### src/rtl/counter_pkg.sv
// ----------------------------------------------------------------------------
// counter_pkg
// Shared definitions for the bounded up/down counter.
//   counter_mode_t : counting behaviour selected by the 2-bit mode input
//     SAT    - clamp at the bound that was crossed
//     WRAP   - jump to the opposite bound, excess discarded
//     BOUNCE - reverse direction at a bound, direction held in a register
//     HOLD   - freeze count/dir (load still honoured)
// ----------------------------------------------------------------------------
package counter_pkg;

    typedef enum logic [1:0] {
        SAT    = 2'd0,
        WRAP   = 2'd1,
        BOUNCE = 2'd2,
        HOLD   = 2'd3
    } counter_mode_t;

endpackage : counter_pkg

### src/rtl/counter_next_calc.sv
// ----------------------------------------------------------------------------
// counter_next_calc
// Purely combinational next-value generator for bounded_updown_counter.
// Computes up/down candidates one bit wider than the count so that overflow
// and borrow are visible, range-checks them and applies the SAT / WRAP /
// BOUNCE selection. Also produces the clamped load value.
// Ports:
//   i_count      : current registered count
//   i_dir        : current registered direction (1 = up), used in BOUNCE
//   i_upDown     : requested direction for SAT/WRAP
//   i_mode       : counting mode
//   i_step       : unsigned step, zero-extended
//   i_minValue   : inclusive lower bound
//   i_maxValue   : inclusive upper bound
//   i_loadValue  : raw load value
//   o_next_count : count to take on an enabled step
//   o_next_dir   : direction to take on an enabled step
//   o_limit      : the step's first candidate was out of range
//   o_load_count : load value clamped into [min, max]
// ----------------------------------------------------------------------------
module counter_next_calc
    import counter_pkg::*;
#(
    parameter int Width     = 8,
    parameter int StepWidth = 4
) (
    input  logic [Width-1:0]     i_count,
    input  logic                 i_dir,
    input  logic                 i_upDown,
    input  counter_mode_t        i_mode,
    input  logic [StepWidth-1:0] i_step,
    input  logic [Width-1:0]     i_minValue,
    input  logic [Width-1:0]     i_maxValue,
    input  logic [Width-1:0]     i_loadValue,
    output logic [Width-1:0]     o_next_count,
    output logic                 o_next_dir,
    output logic                 o_limit,
    output logic [Width-1:0]     o_load_count
);

    // Clamp a widened value into [lo, hi]. A set top bit on a down result is
    // a borrow, i.e. the value went below zero, so it belongs at lo.
    function automatic logic [Width-1:0] saturate(
        input logic [Width:0]   v,
        input logic             is_down,
        input logic [Width-1:0] lo,
        input logic [Width-1:0] hi
    );
        logic [Width-1:0] res;
        if (is_down && v[Width]) begin
            res = lo;
        end else if (v > {1'b0, hi}) begin
            res = hi;
        end else if (v < {1'b0, lo}) begin
            res = lo;
        end else begin
            res = v[Width-1:0];
        end
        return res;
    endfunction

    logic [Width:0] w_step_ext;
    logic [Width:0] w_min_ext;
    logic [Width:0] w_max_ext;
    logic [Width:0] w_up_cand;
    logic [Width:0] w_dn_cand;
    logic           w_up_oor;
    logic           w_dn_oor;
    logic           w_step_zero;
    logic           w_go_up;

    assign w_step_ext  = {{(Width + 1 - StepWidth){1'b0}}, i_step};
    assign w_min_ext   = {1'b0, i_minValue};
    assign w_max_ext   = {1'b0, i_maxValue};
    assign w_up_cand   = {1'b0, i_count} + w_step_ext;
    assign w_dn_cand   = {1'b0, i_count} - w_step_ext;
    assign w_up_oor    = (w_up_cand > w_max_ext) || (w_up_cand < w_min_ext);
    assign w_dn_oor    = w_dn_cand[Width] || (w_dn_cand > w_max_ext) || (w_dn_cand < w_min_ext);
    assign w_step_zero = (i_step == {StepWidth{1'b0}});
    // BOUNCE follows the stored direction; the other modes follow upDown.
    assign w_go_up     = (i_mode == BOUNCE) ? i_dir : i_upDown;

    assign o_load_count = saturate({1'b0, i_loadValue}, 1'b0, i_minValue, i_maxValue);

    // Mode-dependent selection of next count, next direction and limit event.
    always_comb begin
        o_next_count = i_count;
        o_next_dir   = i_dir;
        o_limit      = 1'b0;
        if (w_step_zero) begin
            // A zero step never moves and never reports a limit, even when
            // the current count sits outside the bounds.
            o_next_count = i_count;
        end else begin
            case (i_mode)
                SAT: begin
                    if (w_go_up) begin
                        o_limit      = w_up_oor;
                        o_next_count = saturate(w_up_cand, 1'b0, i_minValue, i_maxValue);
                    end else begin
                        o_limit      = w_dn_oor;
                        o_next_count = saturate(w_dn_cand, 1'b1, i_minValue, i_maxValue);
                    end
                end
                WRAP: begin
                    if (w_go_up) begin
                        o_limit      = w_up_oor;
                        o_next_count = w_up_oor ? i_minValue : w_up_cand[Width-1:0];
                    end else begin
                        o_limit      = w_dn_oor;
                        o_next_count = w_dn_oor ? i_maxValue : w_dn_cand[Width-1:0];
                    end
                end
                BOUNCE: begin
                    if (w_go_up) begin
                        if (!w_up_oor) begin
                            o_next_count = w_up_cand[Width-1:0];
                        end else begin
                            // Reverse and step down in the same cycle; if the
                            // range is too narrow for that, park at max.
                            o_limit      = 1'b1;
                            o_next_dir   = 1'b0;
                            o_next_count = w_dn_oor ? i_maxValue : w_dn_cand[Width-1:0];
                        end
                    end else begin
                        if (!w_dn_oor) begin
                            o_next_count = w_dn_cand[Width-1:0];
                        end else begin
                            o_limit      = 1'b1;
                            o_next_dir   = 1'b1;
                            o_next_count = w_up_oor ? i_minValue : w_up_cand[Width-1:0];
                        end
                    end
                end
                HOLD: begin
                    o_next_count = i_count;
                end
                default: begin
                    o_next_count = i_count;
                end
            endcase
        end
    end

endmodule : counter_next_calc

### src/rtl/bounded_updown_counter.sv
// ----------------------------------------------------------------------------
// bounded_updown_counter
// Up/down counter constrained to [minValue, maxValue] with saturate, wrap,
// bounce and hold modes, a synchronous clamped load and a sticky
// configuration-error flag. Arithmetic lives in counter_next_calc; this level
// holds the registers, the load/step priority and the flags.
// Ports:
//   clk       : clock, rising edge
//   rst       : asynchronous active-high reset
//   en        : advance by one step this cycle
//   upDown    : 1 = up, 0 = down (SAT/WRAP); dir source on load
//   mode      : counter_mode_t (SAT/WRAP/BOUNCE/HOLD)
//   step      : unsigned step size
//   minValue  : inclusive lower bound
//   maxValue  : inclusive upper bound
//   load      : synchronous load request (beats en)
//   loadValue : value to load, clamped into bounds when bounds are valid
//   count     : registered count
//   dir       : registered direction (1 = up)
//   atMax     : count == maxValue (combinational)
//   atMin     : count == minValue (combinational)
//   limitHit  : one-cycle pulse after a step whose candidate left the range
//   cfgErr    : sticky, set while minValue > maxValue, cleared only by rst
// ----------------------------------------------------------------------------
module bounded_updown_counter
    import counter_pkg::*;
#(
    parameter int Width     = 8,
    parameter int StepWidth = 4
) (
    input  logic                 clk,
    input  logic                 rst,
    input  logic                 en,
    input  logic                 upDown,
    input  logic [1:0]           mode,
    input  logic [StepWidth-1:0] step,
    input  logic [Width-1:0]     minValue,
    input  logic [Width-1:0]     maxValue,
    input  logic                 load,
    input  logic [Width-1:0]     loadValue,
    output logic [Width-1:0]     count,
    output logic                 dir,
    output logic                 atMax,
    output logic                 atMin,
    output logic                 limitHit,
    output logic                 cfgErr
);

    logic [Width-1:0] r_count;
    logic             r_dir;
    logic             r_limit_hit;
    logic             r_cfg_err;

    counter_mode_t    w_mode;
    logic             w_cfg_bad;
    logic             w_step_en;
    logic [Width-1:0] w_next_count;
    logic             w_next_dir;
    logic             w_limit;
    logic [Width-1:0] w_load_count;

    assign w_mode    = counter_mode_t'(mode);
    assign w_cfg_bad = (minValue > maxValue);
    // Steps are suppressed in HOLD and whenever the bounds are inverted.
    assign w_step_en = en && (w_mode != HOLD) && !w_cfg_bad;

    counter_next_calc #(
        .Width     (Width),
        .StepWidth (StepWidth)
    ) u_next_calc (
        .i_count      (r_count),
        .i_dir        (r_dir),
        .i_upDown     (upDown),
        .i_mode       (w_mode),
        .i_step       (step),
        .i_minValue   (minValue),
        .i_maxValue   (maxValue),
        .i_loadValue  (loadValue),
        .o_next_count (w_next_count),
        .o_next_dir   (w_next_dir),
        .o_limit      (w_limit),
        .o_load_count (w_load_count)
    );

    // Count, direction and flag registers with load > step > hold priority.
    always_ff @(posedge clk or posedge rst) begin
        if (rst) begin
            r_count     <= {Width{1'b0}};
            r_dir       <= 1'b1;
            r_limit_hit <= 1'b0;
            r_cfg_err   <= 1'b0;
        end else begin
            r_cfg_err <= r_cfg_err | w_cfg_bad;
            if (load) begin
                // With inverted bounds there is nothing sensible to clamp to,
                // so the raw value is taken.
                r_count     <= w_cfg_bad ? loadValue : w_load_count;
                r_dir       <= upDown;
                r_limit_hit <= 1'b0;
            end else if (w_step_en) begin
                r_count     <= w_next_count;
                r_dir       <= w_next_dir;
                r_limit_hit <= w_limit;
            end else begin
                r_limit_hit <= 1'b0;
            end
        end
    end

    assign count    = r_count;
    assign dir      = r_dir;
    assign limitHit = r_limit_hit;
    assign cfgErr   = r_cfg_err;
    assign atMax    = (r_count == maxValue);
    assign atMin    = (r_count == minValue);

endmodule : bounded_updown_counter
### config.mk
export PLATFORM = sky130hd
export DESIGN_NAME = bounded_updown_counter
export DESIGN_NICKNAME = d
export VERILOG_FILES = /design/src/rtl/counter_pkg.sv /design/src/rtl/counter_next_calc.sv /design/src/rtl/bounded_updown_counter.sv
export SDC_FILE = /design/constraint.sdc
export NUM_CORES = 1
export LEC_CHECK = 0
export CAP_MARGIN = 10
export CORE_MARGIN = 5
export CORE_UTILIZATION = 34
export CTS_BUF_LIST = sky130_fd_sc_hd__clkbuf_16
export DETAILED_ROUTE_END_ITERATION = 6
export GPL_TIMING_DRIVEN = 0
export HOLD_SLACK_MARGIN = 0.06
export MAX_ROUTING_LAYER = met4
export PLACE_DENSITY_LB_ADDON = 0.08
export SLEW_MARGIN = 0
export SYNTH_ARGS = -nofsm -noshare
export SYNTH_HDL_FRONTEND = slang
export SYNTH_SLANG_ARGS = --single-unit
### constraint.sdc
create_clock -name clk -period 13.4 [get_ports clk]
set_input_delay 3.35 -clock clk [delete_from_list [all_inputs] [get_ports clk]]
set_output_delay 3.35 -clock clk [all_outputs]
set_load 0.03 [all_outputs]
==> results of run 1 <==
==> per-layer routing <==
layer	part of all wire (%)	vias to the layer above	GRT usage, %	routed length, um
met3	8.4	54	2.68	1380
met2	44	223	40.0	7200
met1	43	2034	35.5	7170
met5	0	-	-	0
li1	-	1947	-	-
met4	4.5	0	8.53	745
==> how the worst max path moves through the flow <==
stage,endpoint,slack [ns],cells after the start
after floorplan,atMax,5.85,4
after global placement,count[0]$_DFFE_PP0P_,4.61,18
after detailed placement,count[0]$_DFFE_PP0P_,4.76,18
after CTS,atMax,4.78,5
after global routing,atMax,4.65,5
final,atMax,4.76,5
==> registers in the layout (all words and copies together) (netlist names) <==
name      flops
cfgErr        1
count         8
dir           1
limitHit      1
==> worst register-to-register path, cell delays in order, from the launching register on <==
cell                        delay, ns
sky130_fd_sc_hd__dfrtp_1         0.52
sky130_fd_sc_hd__inv_1           0.11
sky130_fd_sc_hd__ha_1            0.16
sky130_fd_sc_hd__inv_1           0.05
sky130_fd_sc_hd__fa_1            0.40
sky130_fd_sc_hd__a21o_1          0.23
sky130_fd_sc_hd__a21oi_1         0.22
sky130_fd_sc_hd__nor3b_1         0.26
sky130_fd_sc_hd__xor2_1          0.63
sky130_fd_sc_hd__ha_1            0.38
sky130_fd_sc_hd__a21o_1          0.17
sky130_fd_sc_hd__a221oi_1        0.42
sky130_fd_sc_hd__a211oi_2        0.25
sky130_fd_sc_hd__nor3_2          0.41
sky130_fd_sc_hd__buf_6           0.23
sky130_fd_sc_hd__nand2_2         0.07
sky130_fd_sc_hd__a221oi_1        0.35
sky130_fd_sc_hd__a2111oi_0       0.19
sky130_fd_sc_hd__a221o_1         0.29
==> metrics by stage <==
stage / total power (W) / setup WS [ns] / hold slack, ns
floorplan: 0.000509 / 5.85 / 0.658
global placement: 0.000701 / 4.61 / 0.451
detailed placement: 0.000707 / 4.76 / 0.503
CTS: 0.000763 / 4.78 / 0.518
global route: 0.000838 / 4.65 / 0.558
finish: 0.000775 / 4.76 / 0.501
==> report_power, final <==
group / total, W / internal (W) / switching, W
Clock: 0.0000537 / 0.0000392 / 0.0000146
Combinational: 0.000666 / 0.000244 / 0.000422
Sequential: 0.0000552 / 0.0000408 / 0.0000144
==> placed cells by master, fill, tap and decap left out, drive strengths merged, types with 8 or more instances in the layout <==
cell / instances
mux2i: 8
a221oi: 8
ha: 64
a21o: 10
o21ai: 22
inv: 33
a211oi: 12
xnor2: 21
nand2: 39
a31oi: 11
o211ai: 14
dfrtp: 10
nand3: 8
buf: 11
nor3: 8
clkbuf: 11
nor2: 28
a21oi: 35
clkdlybuf4s50: 46
nand4: 9
==> cell families (layout without fill, tap and decap cells) <==
group / Yosys count / count (layout) / synth area share [%]
adders and majority gates: 66 / 66 / 22.4
xor gates and xnor gates: 28 / 28 / 6.52
and+or+nand+nor: 136 / 136 / 19.4
AOI/OAI and AO/OA: 174 / 174 / 34.4
buffers and inverters: 51 / 101 / 6.35
muxes: 13 / 13 / 3.63
DFF: 11 / 11 / 7.35
==> layout make-up <==
cell class              instances  area share (%)
well taps                     140            3.91
plain buffers                  19            2.66
clock inverters                 1          0.0839
flip-flops and latches         11            6.18
clock buffers                   3            1.68
inverters                      32            2.68
multi-input cells             417            72.5
repair buffers                 46            10.3
==> impl_results.md, run 1 <==
- Relative slew slack: 39.6%
- IO Port Bufs: 46
- Critical path endpoint category: output port
- Clock transition time at the flip-flop clock pins of the worst setup and hold paths: roughly 0.04 ns
- Pins Over Slew Limit: 0
- Drt pass-1 iters: 5
- Post CTS Setup Buffer Count: 0
- Clock period minus final worst setup slack: 8.64 ns
- Fraction of final layout cells sized beyond drive strength 1: 6.81%
- Number of enable flip-flop cells after synthesis: 0
- Area of the core: 10800 sq um
- Actual transition at the worst max-transition pin: approximately 0.9 ns
- Startpoint of the worst-slack reg-to-reg timing path: count[0]$_DFFE_PP0P_
- Leakage: 1.89 nW
- Destination of the worst hold path: cfgErr$_DFF_PP0_
- CP max-delay cell: sky130_fd_sc_hd__clkdlybuf4s50_1
- Final core utilization: 41.3%
- Worst reg-to-reg setup slack: 7.94 ns
- Hold Crit Class: flop to flop
- List of most frequent post-synthesis cells: 64 x sky130_fd_sc_hd__ha_1, 38 x sky130_fd_sc_hd__nand2_1, 35 x sky130_fd_sc_hd__a21oi_1
- Cts repair resizes: 0
- Die Y: around 120 um
- Number of remaining DRC errors: 0
- Slowest stage delay, CP: ~0.86 ns
- Via count of the first global-routing pass: about 4300
- CP arrival: 5.29 ns
- Overall fraction of global-route tracks in use: 26.0%
- Reported max-cap violation count: 0
- Depth of the CTS H-tree: 1
- Final worst path period share: 64.5%
- Post-DR vias/cell: 6.36
- Signed area change from the synthesized netlist to the final layout: 19.0%
- Most frequently used cell type in the post-synthesis netlist: sky130_fd_sc_hd__ha_1
- Startpoint type of the worst setup path: primary input
- Clock root buffer master: sky130_fd_sc_hd__clkbuf_16
- First element of the critical path: maxValue[0]
- Largest fanout of any net on the critical path: 10
- Largest net degree at the start of global routing: 12
- Area taken by multi-input logic gates: 3250 sq um
- Number of clock sinks: 11
- Number of synthesized register bits: 11
- R2R Path End: count[0]$_DFFE_PP0P_
- Inst Count DP: ~670
- Die Span X: 115 um
- Library cell appearing most often on the critical path: sky130_fd_sc_hd__clkdlybuf4s50_1
- Sequence of cells on the critical path: clkdlybuf4s50_1 -> xnor2_1 -> nand4_1 -> nor2_1 -> clkdlybuf4s50_1
- Post-DRT Antenna Nets: 0
- Largest cells by area after synthesis: sky130_fd_sc_hd__ha_1 21%, sky130_fd_sc_hd__dfrtp_1 6.7%, sky130_fd_sc_hd__xnor2_1 4.9%
- Final non-filler cell total: 669
- Post-synthesis instance area: 3760 sq um
- Wire per inst: 24.7 um
- Hold_sp: cfgErr$_DFF_PP0_
- Later-pin clock latency in the skew report: about 0.24 ns
- Setup violators final: 0
- Number of inserted filler cells in the final layout: 1128
- Routability congestion estimate from global placement: between 0.9 and 1
- Num CTS Buffers: 3
- Post-cts hold buffer count: 0
- Total wire length after detailed routing: around 16000 um
- Data required, critical path: 10.05 ns
- Worst r2r path cells: 18
- Number of antenna violations at the first check in global routing: 0
- Fraction of registers with async set or reset after synthesis: between 90% and 100%
- Result of the run: complete, no violations
- Sequential-to-total area share from yosys stat: 7.35%
- Site Rows: 38
- DR vias: about 4300
- Placed standard-cell area: 4400 sq um
- Starting utilization of the core area: a little over a third
- Cell count after synthesis: 479
- Net count after synthesis: 580
- Unrepaired setup endpoints after global routing: no
- Max Buffers Root-to-Sink: 2
- Worst path bufs/invs: 2
- Pwr dens: 173 nW/um^2
- Total Neg Setup Slack: 0 ns
- Number of diodes added for antenna fixing: 0
- HPWL Detailed: 13000 um
- Yosys top cell area share: 21.3%
- Warnings from Yosys: 0
- Cell taking the most area after synthesis: sky130_fd_sc_hd__ha_1
- Global route total overflow: 0
- Critical Setup Path Class: primary input to output port
- Largest voltage drop on the vdd net: 102 uV
- Worst Hold Depth: 1
- Area of all placed cells without fillers: 4480 sq um
- Most used flip-flop cell after synthesis: sky130_fd_sc_hd__dfrtp_1
- Drt first-iter violations: 471
- Highest clock rate: 116 MHz
- Final Skew: 0.00196 ns
- Wire length of the first global-routing pass: 25200 um
- FF/Latch Area: 277 sq um
- Final net count: 631
- Post-Synthesis Mean Instance Area: 7.85 sq um
- Die footprint: 13300 sq um
- Endpoints failing hold: 0
- I/O pins: between 40 and 50
- TritonCTS clock tree: done
- Worst path top cell family by delay: buffers and inverters
- Number of unique standard cell types used by synthesis: 76
Note: power is estimated with default switching activity, not from simulation.
==> inputs of run 2 (changes only) <==
clock period = 7.1 ns   (was 13.4 ns; I/O delays follow)
==> run 2 against run 1 <==
Critical path depth grew 13. Largest power group unchanged. Cell count is the same. Core utilization grew 0.069 points. Setup slack lost 4.4 ns. Highest routed layer unchanged. Wire length shrank 0.12%. Combinational power grew 89%.
==> impl_results.md, run 2 (synthesis gave the netlist of run 1 again) <==
- Worst hold-check slack: 0.501 ns (+0.00000400 ns)
- Die Span X: 115 um (unchanged)
- Post CTS Setup Buffer Count: 0 (unchanged)
- Wire length of the first global-routing pass: 25200 um (unchanged)
- Reported max-cap violation count: 0 (unchanged)
- Max FFs per register: 8 (unchanged)
- Site Rows: 38 (unchanged)
- Signed area change from the synthesized netlist to the final layout: 19.2%
- Data required, critical path: 7.21 ns (-2.84 ns)
- Hold Crit Class: flop to flop
- Pre-CTS setup slack: 0.0330 ns (-4.72 ns)
- Critical path endpoint category: flop
- Post-DRT Antenna Nets: 0 (unchanged)
- Placed standard-cell area: 4400 sq um (unchanged)
- Fraction of final layout cells sized beyond drive strength 1: 6.99% (+0.19 points)
- Overall fraction of global-route tracks in use: 26.0% (unchanged)
- I/O pins: 48 (unchanged)
- Total wire length after detailed routing: 16500 um (-0.12%)
- Via count of the first global-routing pass: 4304 (unchanged)
- Post-cts hold buffer count: 0 (unchanged)
- Number of diodes added for antenna fixing: 0 (unchanged)
- Final Skew: 0.00199 ns (+0.0000230 ns)
- Most common cell after layout, fill and taps aside: sky130_fd_sc_hd__ha_1
- Leakage: 1.90 nW (about the same)
- Final critical-path setup slack: 0.348 ns (-4.41 ns)
- Endpoints failing hold: 0 (unchanged)
- Result of the run: complete, no violations
- Max Buffers Root-to-Sink: 2 (unchanged)
- CP arrival: 6.87 ns (+1.58 ns)
- Slowest stage delay, CP: 0.52 ns (-0.34 ns)
- Number of inserted filler cells in the final layout: 1125 (-0.27%)
- Depth of the CTS H-tree: 1 (unchanged)
- IO Port Bufs: 46 (unchanged)
- HPWL Detailed: 13000 um (unchanged)
- Later-pin clock latency in the skew report: 0.24 ns (about the same)
- Pwr dens: 326 nW/um^2 (+89%)
- Worst path bufs/invs: 3 (+1)
- Critical Setup Path Class: primary input to flop
- Number of clock sinks: 11 (unchanged)
- Startpoint type of the worst setup path: primary input
- Highest clock rate: 148 MHz
- Setup violators final: 0 (unchanged)
- First element of the critical path: step[0]
- Largest fanout of any net on the critical path: 10 (unchanged)
- TritonCTS clock tree: done
- Starting utilization of the core area: 34.7% (unchanged)
- Largest voltage drop on the vdd net: 191 uV (+87%)
- Clock root buffer master: sky130_fd_sc_hd__clkbuf_16
- Commonest cells after routing, fill and taps aside: 64 x sky130_fd_sc_hd__ha_1, 46 x sky130_fd_sc_hd__clkdlybuf4s50_1, 38 x sky130_fd_sc_hd__nand2_1
- Inst Count DP: 665 (unchanged)
- Relative slew slack: 38.9% (-0.68 points)
- Final worst path period share: 95.1%
- Cts repair resizes: 0 (unchanged)
- Number of antenna violations at the first check in global routing: 0 (unchanged)
- Die footprint: 13300 sq um (unchanged)
- Area of the core: 10800 sq um (unchanged)
- Num CTS Buffers: 3 (unchanged)
- CP max-delay cell: sky130_fd_sc_hd__clkdlybuf4s50_1
- Unrepaired setup endpoints after global routing: no
- DR vias: 4276 (+0.42%)
- Pins Over Slew Limit: 0 (unchanged)
- Die Y: 115 um (unchanged)
- Startpoint of the worst-slack reg-to-reg timing path: count[0]$_DFFE_PP0P_
- Sequence of cells on the critical path: clkdlybuf4s50_1 -> ha_1 -> inv_1 -> fa_1 -> a21o_1 -> a21oi_1 -> nor3b_1 -> xor2_2 -> ha_1 -> a21o_1 -> a221oi_1 -> a211oi_2 -> nor3_2 -> buf_6 -> nand2_2 -> a221oi_1 -> a2111oi_0 -> a221o_1
- Actual transition at the worst max-transition pin: 0.914 ns (+0.0102 ns)
- Global route total overflow: 0 (unchanged)
- Final net count: 631 (unchanged)
- Final non-filler cell total: 669 (unchanged)
- Largest net degree at the start of global routing: 12 (unchanged)
- Clock period minus final worst setup slack: 6.75 ns
- Routability congestion estimate from global placement: 0.986 (unchanged)
- Hold_sp: cfgErr$_DFF_PP0_
- Drt first-iter violations: 476 (+1.1%)
- Wire per inst: 24.6 um (-0.12%)
- Clock transition time at the flip-flop clock pins of the worst setup and hold paths: 0.04 ns (about the same)
- Number of remaining DRC errors: 0 (unchanged)
- Drt pass-1 iters: 5 (unchanged)
- Area of all placed cells without fillers: 4480 sq um (+0.17%)
- Worst path top cell family by delay: compound AO/OA/AOI/OAI gates
- Post-DR vias/cell: 6.39 (+0.42%)
## run 2: worst paths after layout
| check | endpoint | slack (ns) | cells after the start |
|---|---|---|---|
| worst max register to register | count[0]$_DFFE_PP0P_ | 1.80 | 18 |
| worst min-delay path | cfgErr$_DFF_PP0_ | 0.50 | 1 |
| max in group asynchronous | dir$_DFFE_PP1P_ | 4.94 | 2 |
| min in group asynchronous | cfgErr$_DFF_PP0_ | 1.84 | 2 |
| worst min register to register | cfgErr$_DFF_PP0_ | 0.50 | 1 |
| worst max-delay path | count[0]$_DFFE_PP0P_ | 0.35 | 18 |
## run 2: through the flow
stage	power, W	TNS, ns	util [%]
3_3_place_gp	0.00132	-0.187	40.6
5_1_grt	0.00158	0	41.4
2_1_floorplan	0.000960	0	-
6_report	0.00146	0	41.4
4_1_cts	0.00144	0	41.3
3_5_place_dp	0.00133	0	40.6
## run 2: routing by layer
layer | global-route usage [%] | up-vias | wire length (um)
met5 | - | - | 0
met4 | 8.53 | 0 | 710
met3 | 2.68 | 50 | 1340
met2 | 40.0 | 227 | 7230
met1 | 35.5 | 2053 | 7190
li1 | - | 1946 | -
## run 2: final cells by class
type,instances,area (sq um),share of cell area (%)
multi-input combinational,417,3250,72.6
timing repair buffer,46,460,10.3
sequential,11,277,6.17
tap,140,175,3.91
inverter,32,120,2.68
buffer,19,119,2.65
clock buffer,3,75.1,1.67
clock inverter,1,3.75,0.0837
## run 2: where the power goes
| group | switching, W | leakage (nW) | internal (W) | total [W] |
|---|---|---|---|---|
| Clock | 0.0000275 | 0.0423 | 0.0000739 | 0.000101 |
| Combinational | 0.000795 | 1.72 | 0.000462 | 0.00126 |
| Sequential | 0.0000272 | 0.129 | 0.0000769 | 0.000104 |
| Total | 0.000850 | 1.90 | 0.000613 | 0.00146 |
==> inputs of run 3 (changes only) <==
CTS_CLUSTER_SIZE = 28   (was not set)
PLACE_DENSITY = 0.58   (was not set)
PLACE_DENSITY_LB_ADDON = not set   (was 0.08)
==> run 3 against run 2 <==
Core utilization about the same. Largest power group unchanged. Total power down 1.5%. Clock power about the same. Critical path depth unchanged. Combinational power about the same. Global-route usage down 2.0 points. First-iteration DRC count down 18%. Clock skew down 0.0012 ns. Sequential power about the same. Clock-buffer cell count unchanged. Register-to-register slack better by 0.02 ns. Setup slack worse by 0.024 ns.
==> impl_results.md, run 3 (synthesis gave the netlist of run 1 again) <==
- Data required, critical path: 7.20 ns (about the same)
- Number of remaining DRC errors: 0 (unchanged)
- Overall fraction of global-route tracks in use: 24.0% (-2.0 points)
- DR vias: 4166 (-2.6%)
- Fraction of final layout cells sized beyond drive strength 1: 6.99% (unchanged)
- Depth of the CTS H-tree: 1 (unchanged)
- Commonest cells after routing, fill and taps aside: 64 x sky130_fd_sc_hd__ha_1, 46 x sky130_fd_sc_hd__clkdlybuf4s50_1, 38 x sky130_fd_sc_hd__nand2_1
- Final non-filler cell total: 669 (unchanged)
- Largest net degree at the start of global routing: 12 (unchanged)
- Drt first-iter violations: 391 (-18%)
- Number of diodes added for antenna fixing: 0 (unchanged)
- Routability congestion estimate from global placement: 1.03 (+4.9%)
- Wire length of the first global-routing pass: 23800 um (-5.8%)
- Setup violators final: 0 (unchanged)
- Signed area change from the synthesized netlist to the final layout: 19.2% (about the same)
- Drt pass-1 iters: 5 (unchanged)
- Relative slew slack: 49.1% (+10 points)
- Site Rows: 38 (unchanged)
- Most common cell after layout, fill and taps aside: sky130_fd_sc_hd__ha_1
- Number of clock sinks: 11 (unchanged)
- Pins Over Slew Limit: 0 (unchanged)
- Cts repair resizes: 0 (unchanged)
- Unrepaired setup endpoints after global routing: no
- Post-DR vias/cell: 6.23 (-2.6%)
- Critical path endpoint category: flop
- Actual transition at the worst max-transition pin: 0.763 ns (-0.150 ns)
- Leakage: 1.90 nW (about the same)
- Num CTS Buffers: 3 (unchanged)
- Total wire length after detailed routing: 15600 um (-5.4%)
- Final Skew: 0.000781 ns (-0.00120 ns)
- Wire per inst: 23.3 um (-5.4%)
- Worst hold-check slack: 0.461 ns (-0.0401 ns)
- Final net count: 631 (unchanged)
- Starting utilization of the core area: 34.7% (unchanged)
- Max FFs per register: 8 (unchanged)
- Number of antenna violations at the first check in global routing: 0 (unchanged)
- Largest fanout of any net on the critical path: 10 (unchanged)
- Clock root buffer master: sky130_fd_sc_hd__clkbuf_16
- Post-cts hold buffer count: 0 (unchanged)
- HPWL Detailed: 12600 um (-2.9%)
- Reported max-cap violation count: 0 (unchanged)
- TritonCTS clock tree: done
- Die Y: 115 um (unchanged)
- Largest voltage drop on the vdd net: 149 uV (-22%)
- IO Port Bufs: 46 (unchanged)
- Final worst path period share: 95.4% (+0.34 points)
- Pwr dens: 322 nW/um^2 (-1.4%)
- Die Span X: 115 um (unchanged)
- CP arrival: 6.88 ns (about the same)
- Via count of the first global-routing pass: 4115 (-4.4%)
- Global route total overflow: 0 (unchanged)
- Startpoint type of the worst setup path: primary input
- Hold Crit Class: flop to flop
- Endpoints failing hold: 0 (unchanged)
- Post CTS Setup Buffer Count: 0 (unchanged)
- Placed standard-cell area: 4400 sq um (unchanged)
- Area of all placed cells without fillers: 4480 sq um (about the same)
- Result of the run: complete, no violations
- Inst Count DP: 665 (unchanged)
- Die footprint: 13300 sq um (unchanged)
- Highest clock rate: 148 MHz (-0.36%)
- Area of the core: 10800 sq um (unchanged)
- Clock transition time at the flip-flop clock pins of the worst setup and hold paths: 0.04 ns (about the same)
- Number of inserted filler cells in the final layout: 1141 (+1.4%)
- I/O pins: 48 (unchanged)
- Critical Setup Path Class: primary input to flop
- Later-pin clock latency in the skew report: 0.23 ns (about the same)
- Max Buffers Root-to-Sink: 2 (unchanged)
- Post-DRT Antenna Nets: 0 (unchanged)
- Total Neg Setup Slack: 0 ns (unchanged)
- Clock period minus final worst setup slack: 6.78 ns (+0.0241 ns)
[run 3: metrics by stage]
step | utilization [%] | setup slack [ns] | power, W
6_report | 41.3 | 0.324 | 0.00144
5_1_grt | 41.3 | 0.00954 | 0.00155
4_1_cts | 41.3 | 0.0894 | 0.00142
3_5_place_dp | 40.6 | -0.126 | 0.00131
3_3_place_gp | 40.6 | -0.0908 | 0.00130
2_1_floorplan | - | 1.49 | 0.000960
[run 3: per-layer routing]
layer | track usage [%] | wire (um) | vias to the layer above
li1 | - | - | 1943
met1 | 32.0 | 6820 | 1988
met2 | 36.3 | 6820 | 190
met3 | 2.42 | 1080 | 45
met4 | 11.3 | 850 | 0
met5 | - | 0 | -
[run 3: final cells by class]
cell class	instances	area, sq um	area share, %
inverters	32	120	2.68
flip-flops and latches	11	277	6.17
multi-input cells	417	3250	72.6
plain buffers	19	119	2.65
clock buffers	3	75.1	1.68
well taps	140	175	3.91
repair buffers	46	460	10.3
clock inverters	1	3.75	0.0838
[run 3: worst paths after layout]
path	start	endpoint	slack (ns)	cells past startpoint
max reg2reg	count[0]$_DFFE_PP0P_	count[0]$_DFFE_PP0P_	1.82	18
min	cfgErr$_DFF_PP0_	cfgErr$_DFF_PP0_	0.46	1
max in group asynchronous	rst	dir$_DFFE_PP1P_	4.98	2
min reg2reg	cfgErr$_DFF_PP0_	cfgErr$_DFF_PP0_	0.46	1
min in group asynchronous	rst	count[3]$_DFFE_PP0P_	1.82	2
max	step[0]	count[0]$_DFFE_PP0P_	0.32	18
[run 3: report_power, final]
part / internal (W) / switching, W / total [W] / leakage [nW]
Combinational: 0.000462 / 0.000780 / 0.00124 / 1.72
Clock: 0.0000735 / 0.0000241 / 0.0000976 / 0.0423
Sequential: 0.0000771 / 0.0000243 / 0.000101 / 0.129
[run 3: worst max-delay path, cell delays in order]
cell and delay (ns):
sky130_fd_sc_hd__clkdlybuf4s50_1 0.54, sky130_fd_sc_hd__ha_1 0.19, sky130_fd_sc_hd__inv_1 0.05, sky130_fd_sc_hd__fa_1 0.39
sky130_fd_sc_hd__a21o_1 0.23, sky130_fd_sc_hd__a21oi_1 0.23, sky130_fd_sc_hd__nor3b_1 0.26, sky130_fd_sc_hd__xor2_1 0.52
sky130_fd_sc_hd__ha_1 0.35, sky130_fd_sc_hd__a21o_1 0.17, sky130_fd_sc_hd__a221oi_1 0.42, sky130_fd_sc_hd__a211oi_2 0.24
sky130_fd_sc_hd__nor3_2 0.39, sky130_fd_sc_hd__buf_6 0.23, sky130_fd_sc_hd__nand2_2 0.07, sky130_fd_sc_hd__a221oi_1 0.33
sky130_fd_sc_hd__a2111oi_2 0.16, sky130_fd_sc_hd__a221o_1 0.32
